<file path="src/rtl/sample_block_reader_if.sv">
// Sample-bus and output-stream signals of the block reader, bundled with
// the reader (master) and environment (slave) views.
interface sample_block_reader_if;
  logic        req;
  logic        req_busy;
  logic        sample_start;
  logic        sample_busy;
  logic [5:0]  sample_raddr;
  logic [31:0] sample_rdata;
  logic [31:0] timestamp;
  logic [31:0] out_data;
  logic        out_valid;
  logic        out_ready;
  logic        out_last;
  logic        done;
  logic        timeout_err;

  modport master (
    input  req, sample_busy, sample_rdata, out_ready,
    output req_busy, sample_start, sample_raddr, timestamp,
           out_data, out_valid, out_last, done, timeout_err
  );

  modport slave (
    output req, sample_busy, sample_rdata, out_ready,
    input  req_busy, sample_start, sample_raddr, timestamp,
           out_data, out_valid, out_last, done, timeout_err
  );
endinterface

</file>
<file path="src/rtl/sample_block_reader.sv">
// Triggers a snapshot on the sample bus, waits for the responder, then streams
// a sequence header followed by NUM_QUADS quadlets read from the sample buffer.
module sample_block_reader #(
  parameter int NUM_QUADS    = 5,
  parameter int BUSY_TIMEOUT = 1023
) (
  input  logic                  sysclk,
  input  logic                  reset,
  sample_block_reader_if.master bus
);
  localparam int              CW       = $clog2(BUSY_TIMEOUT + 1);
  localparam logic [5:0]      NQ6      = 6'(NUM_QUADS);
  localparam logic [5:0]      LAST_IDX = 6'(NUM_QUADS - 1);
  localparam logic [CW-1:0]   TMO      = CW'(BUSY_TIMEOUT);

  typedef enum logic [3:0] {
    S_IDLE, S_START, S_ARM, S_WAIT, S_HDR, S_ADDR, S_FETCH, S_SEND, S_DONE
  } state_t;

  state_t        r_state;
  logic [5:0]    r_idx;
  logic [15:0]   r_seq;
  logic [31:0]   r_timestamp;
  logic [CW-1:0] r_wait_cnt;
  logic          r_req_busy;
  logic          r_sample_start;
  logic [5:0]    r_raddr;
  logic [31:0]   r_out_data;
  logic          r_out_valid;
  logic          r_out_last;
  logic          r_done;
  logic          r_timeout_err;

  always_ff @(posedge sysclk or posedge reset) begin
    if (reset) r_timestamp <= '0;
    else       r_timestamp <= r_timestamp + 32'd1;
  end

  // Outputs are registered: each transition loads the values seen in the next state.
  always_ff @(posedge sysclk or posedge reset) begin
    if (reset) begin
      r_state        <= S_IDLE;
      r_idx          <= '0;
      r_seq          <= '0;
      r_wait_cnt     <= '0;
      r_req_busy     <= 1'b0;
      r_sample_start <= 1'b0;
      r_raddr        <= '0;
      r_out_data     <= '0;
      r_out_valid    <= 1'b0;
      r_out_last     <= 1'b0;
      r_done         <= 1'b0;
      r_timeout_err  <= 1'b0;
    end else begin
      r_sample_start <= 1'b0;
      r_done         <= 1'b0;
      case (r_state)
        S_IDLE: begin
          if (bus.req) begin
            r_state        <= S_START;
            r_sample_start <= 1'b1;
            r_req_busy     <= 1'b1;
            r_timeout_err  <= 1'b0;
            r_wait_cnt     <= '0;
          end
        end
        S_START: r_state <= S_ARM;
        // ARM gives the responder a cycle to raise sample_busy.
        S_ARM:   r_state <= S_WAIT;
        S_WAIT: begin
          if (!bus.sample_busy) begin
            r_state     <= S_HDR;
            r_out_data  <= {r_seq, 10'd0, NQ6};
            r_out_valid <= 1'b1;
            r_out_last  <= 1'b0;
          end else if (r_wait_cnt == TMO) begin
            r_timeout_err <= 1'b1;
            r_done        <= 1'b1;
            r_state       <= S_DONE;
          end else begin
            r_wait_cnt <= r_wait_cnt + CW'(1);
          end
        end
        S_HDR: begin
          if (bus.out_ready) begin
            r_out_valid <= 1'b0;
            r_idx       <= '0;
            r_raddr     <= '0;
            r_state     <= S_ADDR;
          end
        end
        S_ADDR:  r_state <= S_FETCH;
        S_FETCH: begin
          r_out_data  <= bus.sample_rdata;
          r_out_valid <= 1'b1;
          r_out_last  <= (r_idx == LAST_IDX);
          r_state     <= S_SEND;
        end
        S_SEND: begin
          if (bus.out_ready) begin
            r_out_valid <= 1'b0;
            r_out_last  <= 1'b0;
            if (r_out_last) begin
              r_done  <= 1'b1;
              r_state <= S_DONE;
            end else begin
              r_idx   <= r_idx + 6'd1;
              r_raddr <= r_idx + 6'd1;
              r_state <= S_ADDR;
            end
          end
        end
        S_DONE: begin
          if (!r_timeout_err) r_seq <= r_seq + 16'd1;
          r_req_busy <= 1'b0;
          r_state    <= S_IDLE;
        end
        default: r_state <= S_IDLE;
      endcase
    end
  end

  assign bus.req_busy     = r_req_busy;
  assign bus.sample_start = r_sample_start;
  assign bus.sample_raddr = r_raddr;
  assign bus.timestamp    = r_timestamp;
  assign bus.out_data     = r_out_data;
  assign bus.out_valid    = r_out_valid;
  assign bus.out_last     = r_out_last;
  assign bus.done         = r_done;
  assign bus.timeout_err  = r_timeout_err;
endmodule

</file>
<file path="src/flat_wrapper.sv">
// flat-port wrapper written by rule: the top's interface ports become plain ports
module sample_block_reader_flat 
#(
  parameter int NUM_QUADS    = 5,
  parameter int BUSY_TIMEOUT = 1023
)
  (sysclk, reset, bus_req, bus_sample_busy, bus_sample_rdata, bus_out_ready, bus_req_busy, bus_sample_start, bus_sample_raddr, bus_timestamp, bus_out_data, bus_out_valid, bus_out_last, bus_done, bus_timeout_err);
  sample_block_reader_if bus_i ();
  input  logic sysclk;
  input  logic reset;
  input wire logic [$bits(bus_i.req)-1:0] bus_req;
  input wire logic [$bits(bus_i.sample_busy)-1:0] bus_sample_busy;
  input wire logic [$bits(bus_i.sample_rdata)-1:0] bus_sample_rdata;
  input wire logic [$bits(bus_i.out_ready)-1:0] bus_out_ready;
  output wire logic [$bits(bus_i.req_busy)-1:0] bus_req_busy;
  output wire logic [$bits(bus_i.sample_start)-1:0] bus_sample_start;
  output wire logic [$bits(bus_i.sample_raddr)-1:0] bus_sample_raddr;
  output wire logic [$bits(bus_i.timestamp)-1:0] bus_timestamp;
  output wire logic [$bits(bus_i.out_data)-1:0] bus_out_data;
  output wire logic [$bits(bus_i.out_valid)-1:0] bus_out_valid;
  output wire logic [$bits(bus_i.out_last)-1:0] bus_out_last;
  output wire logic [$bits(bus_i.done)-1:0] bus_done;
  output wire logic [$bits(bus_i.timeout_err)-1:0] bus_timeout_err;
  assign bus_i.req = bus_req;
  assign bus_i.sample_busy = bus_sample_busy;
  assign bus_i.sample_rdata = bus_sample_rdata;
  assign bus_i.out_ready = bus_out_ready;
  assign bus_req_busy = bus_i.req_busy;
  assign bus_sample_start = bus_i.sample_start;
  assign bus_sample_raddr = bus_i.sample_raddr;
  assign bus_timestamp = bus_i.timestamp;
  assign bus_out_data = bus_i.out_data;
  assign bus_out_valid = bus_i.out_valid;
  assign bus_out_last = bus_i.out_last;
  assign bus_done = bus_i.done;
  assign bus_timeout_err = bus_i.timeout_err;
  sample_block_reader #(.NUM_QUADS(NUM_QUADS), .BUSY_TIMEOUT(BUSY_TIMEOUT)) u_core (.sysclk(sysclk), .reset(reset), .bus(bus_i));
endmodule
</file>
<file path="config.mk">
export PLATFORM = sky130hd
export DESIGN_NAME = sample_block_reader_flat
export DESIGN_NICKNAME = d
export VERILOG_FILES = /design/src/rtl/sample_block_reader_if.sv /design/src/rtl/sample_block_reader.sv /design/src/flat_wrapper.sv
export SDC_FILE = /design/constraint.sdc
export NUM_CORES = 1
export LEC_CHECK = 0
export ABC_AREA = 1
export CAP_MARGIN = 30
export CORE_ASPECT_RATIO = 0.75
export CORE_UTILIZATION = 55
export CTS_CLUSTER_SIZE = 12
export DETAILED_ROUTE_END_ITERATION = 7
export PLACE_DENSITY = 0.85
export SLEW_MARGIN = 20
export SYNTH_ARGS = -nofsm -noshare
export SYNTH_HDL_FRONTEND = slang
export SYNTH_SLANG_ARGS = --single-unit
</file>
<file path="constraint.sdc">
create_clock -name sysclk -period 4.9 [get_ports sysclk]
set_clock_uncertainty 0.05 [all_clocks]
set_input_delay 0.735 -clock sysclk [delete_from_list [all_inputs] [get_ports sysclk]]
set_output_delay 0.735 -clock sysclk [all_outputs]
set_load 0.005 [all_outputs]
</file>
==> Flow_metrics.wiki <==
{| class="wikitable"
! Metric !! Value
|-
| Outcome || finished clean
|-
| Final setup TNS || 0 ps
|-
| Largest family of logic cells by synthesized area || simple AND/OR/NAND/NOR gates
|-
| Placed cells || 893
|-
| Via count || about 5000
|-
| Ratio of cells with drive above 1 in the final layout || roughly 5%
|-
| CP Capture Type || output port
|-
| Bufs on Longest Clock Path || 2
|-
| RSZ-0062 raised after global routing || false
|-
| Vertical extent of the die || roughly 87 um
|-
| Clk Latency, worst-skew pair || approximately 350 ps
|-
| Data arrival time at the worst-slack endpoint || about 1400 ps
|-
| TritonCTS Buffers || 9
|-
| Core Footprint || 9230 sq um
|-
| Setup-failing EPs final || 0
|-
| Max Clock Freq || ~460 MHz
|-
| Complex-gate fraction of the synthesized area || under 10%
|-
| Time the final worst path needs with I/O delays and setup || around 2200 ps
|-
| Global-route wire length before repair || between 20000 and 25000 um
|-
| Ordered list of cells on the worst path || clkdlybuf4s50_1
|-
| MaxCap Viol Count || 0
|-
| GRT Overall Usage || slightly below 30%
|-
| Power density cells || between 400 and 500 nW/um^2
|-
| Initial antenna violation count || 0
|-
| Violation count after the first detailed-route iteration || 470
|-
| Worst Tran Pin Value || ~550 ps
|-
| Clock sink count || between 100 and 150
|-
| DRC violations left || 0
|-
| Cell Area, Synth || approximately 5300 sq um
|-
| # port buffers || roughly 110
|-
| Share of synthesized area occupied by flip-flops and latches || 49.8%
|-
| Number of distinct library cells after synthesis || 35
|-
| Max-slew violation count || 0
|-
| Count of buffer and inverter cells on the critical path || 1
|-
| Maximum number of pins on one net before global-route repair || between 70 and 80
|-
| Worst path setup slack after routing || around 2700 ps
|-
| Synthesized-area fraction occupied by adder cells || under 10%
|-
| Routed via count divided by cell count || about 5.5
|-
| CTS tree || done
|-
| Average instance area after synthesis || a little over 8 sq um
|-
| Antenna diode count || 0
|-
| Smallest hold slack || ~440 ps
|-
| Critical-path maximum fanout || 6
|-
| Final core occ || about three quarters
|-
| Xor/xnor share of the synthesized area || roughly 4.4%
|-
| Area enclosed by the die boundary || 10100 sq um
|-
| Post-CTS Setup Bufs || 0
|-
| Register bit count reported by yosys || between 100 and 150
|-
| H-tree level count || 3
|-
| Horiz. Die Dim || ~120 um
|-
| Type of the worst setup path || flop to output port
|-
| Stage delay of the slowest cell on the critical path || about 560 ps
|-
| Root Driver || sky130_fd_sc_hd__clkbuf_16
|-
| Number of hold violations in the final report || 0
|-
| Worst-path clk slew || ~70 ps
|-
| Sum of routed wire length over all layers || between 10000 and 15000 um
|-
| Share of the clock period used by the worst path after layout || 44.4%
|-
| Nets@finish || 820
|-
| Standby leakage power || 3.13 nW
|-
| Net count of the mapped netlist || between 700 and 800
|-
| Vias in the first global route || 4728
|-
| Post-CTS resize count || 0
|-
| I/O pin cnt || ~110
|-
| Antenna Nets Post-Route || 0
|-
| Worst min path class || flop to flop
|-
| Multiplexer share of the synthesized area || 0%
|-
| Largest delay share family, worst path || buffers and inverters
|-
| Placer congestion estimate || between 0.9 and 1
|-
| HPWL after detailed placement || 10400 um
|-
| Worst slack after detailed placement || approximately 2500 ps
|-
| Starting Density || roughly 58%
|-
| Cell Rows || 30
|-
| CP max stage cell || sky130_fd_sc_hd__clkdlybuf4s50_1
|-
| Synthesis-to-finish area growth || 29.2%
|-
| Overall overflow remaining after global route || 0
|-
| Post-detailed-route wirelength per cell || around 16 um
|-
| Worst setup SP type || flop
|-
| Pre-antenna DRT Iters || 5
|-
| Maximum vdd ir drop || a little over 0.3 mV
|-
| CTS Hold Buffers Added || 0
|-
| Number of synthesis warnings || 0
|-
| Non-filler cells in the finished layout || between 900 and 1000
|-
| Synthesized instance count || between 600 and 700
|-
| Fraction of the mapped netlist area in simple logic gates || 32.5%
|-
| Max_slew headroom || a little under two thirds
|-
| Worst EP required || ~4100 ps
|}
[report_power, final]
| group | internal, W | switching [W] |
|---|---|---|
| logic | 0.000427 | 0.000496 |
| registers | 0.00103 | 0.000121 |
| clock network | 0.000401 | 0.000306 |
[cell usage after synthesis, drive strengths merged]
master    n  area (sq um)
nand2   224           873
dfrtp   106          2650
nor2     79           325
inv      63           239
nand3    61           310
o21ai    20           100
xor2     15           131
a22o     14           123
nor3     13          70.1
xnor2    12           105
nand4    11          83.8
a21oi     8          40.0
buf       7          53.8
nand3b    7          52.6
o211ai    7          52.6
ha        5          62.6
o22a      2          17.5
clkbuf    1          3.75
clkinv    1          3.75
nor3b     1          7.51
o21bai    1          7.51
o22ai     1          6.26
or2       1          6.26
[area by class of cell]
type                    count  area (sq um)
multi-input cells         482          2370
inverters                  64           245
repair buffers            115          1170
fillers                   703          2350
clock inverters             3          42.5
well taps                 128           160
flip-flops and latches    106          2650
clock buffers              10           239
[state kept, by name, summed over array words and instances (netlist names)]
| name | flops |
|---|---|
| u_core.bus.out_valid | 1 |
| u_core.bus.timeout_err | 1 |
| u_core.r_seq | 16 |
| u_core.bus.done | 1 |
| u_core.bus.timestamp | 32 |
| u_core.r_idx | 6 |
| u_core.bus.out_data | 32 |
| u_core.r_wait_cnt | 10 |
| u_core.bus.req_busy | 1 |
| u_core.bus.out_last | 1 |
| u_core.bus.sample_start | 1 |
| u_core.r_state | 4 |
[placed cells by master, fill, tap and decap left out, drive strengths merged, types with 8 or more instances in the layout]
cell type	n
nand2	224
clkdlybuf4s50	112
dfrtp	106
nor2	79
inv	63
nand3	61
o21ai	20
xor2	15
a22o	14
nor3	13
xnor2	12
nand4	11
clkbuf	10
a21oi	8
[layer usage]
metal	up-vias	track usage [%]	part of all wire, %
li1	2364	-	-
met1	2366	40.7	45
met2	226	47.3	47
met3	24	7.24	6.8
met4	0	6.88	1.7
met5	-	0	0
[path summary, 6_finish.rpt]
| check | depth (start not counted) | start | slack (ps) | to |
|---|---|---|---|---|
| worst max-delay path | 1 | u_core.bus.timestamp[7]$_DFF_PP0_ | 2720 | bus_timestamp[7] |
| worst min-delay path | 2 | u_core.bus.req_busy$_DFFE_PP0P_ | 440 | u_core.bus.req_busy$_DFFE_PP0P_ |
| worst max register to register | 6 | u_core.r_state[2]$_DFFE_PP0P_ | 2840 | u_core.bus.out_data[1]$_DFFE_PP0P_ |
| worst min register to register | 2 | u_core.bus.req_busy$_DFFE_PP0P_ | 440 | u_core.bus.req_busy$_DFFE_PP0P_ |
| max in group asynchronous | 4 | reset | 3160 | u_core.bus.out_data[31]$_DFFE_PP0P_ |
| min in group asynchronous | 2 | reset | 630 | u_core.bus.out_data[19]$_DFFE_PP0P_ |
[through the flow]
step	total power, W	cell area (sq um)
6_report	0.00278	6890
5_1_grt	0.00293	6890
4_1_cts	0.00277	6840
3_5_place_dp	0.00207	6560
3_3_place_gp	0.00203	6560
2_1_floorplan	0.00167	5330
[cell families (layout without fill, tap and decap cells)]
logic type / after synthesis / in the layout
compound gates: 53 / 53
xor+xnor: 27 / 27
fa+ha+maj: 5 / 5
buf+inv: 72 / 192
flops: 106 / 106
simple gates: 397 / 397
Power figures use the tool's default switching activity.
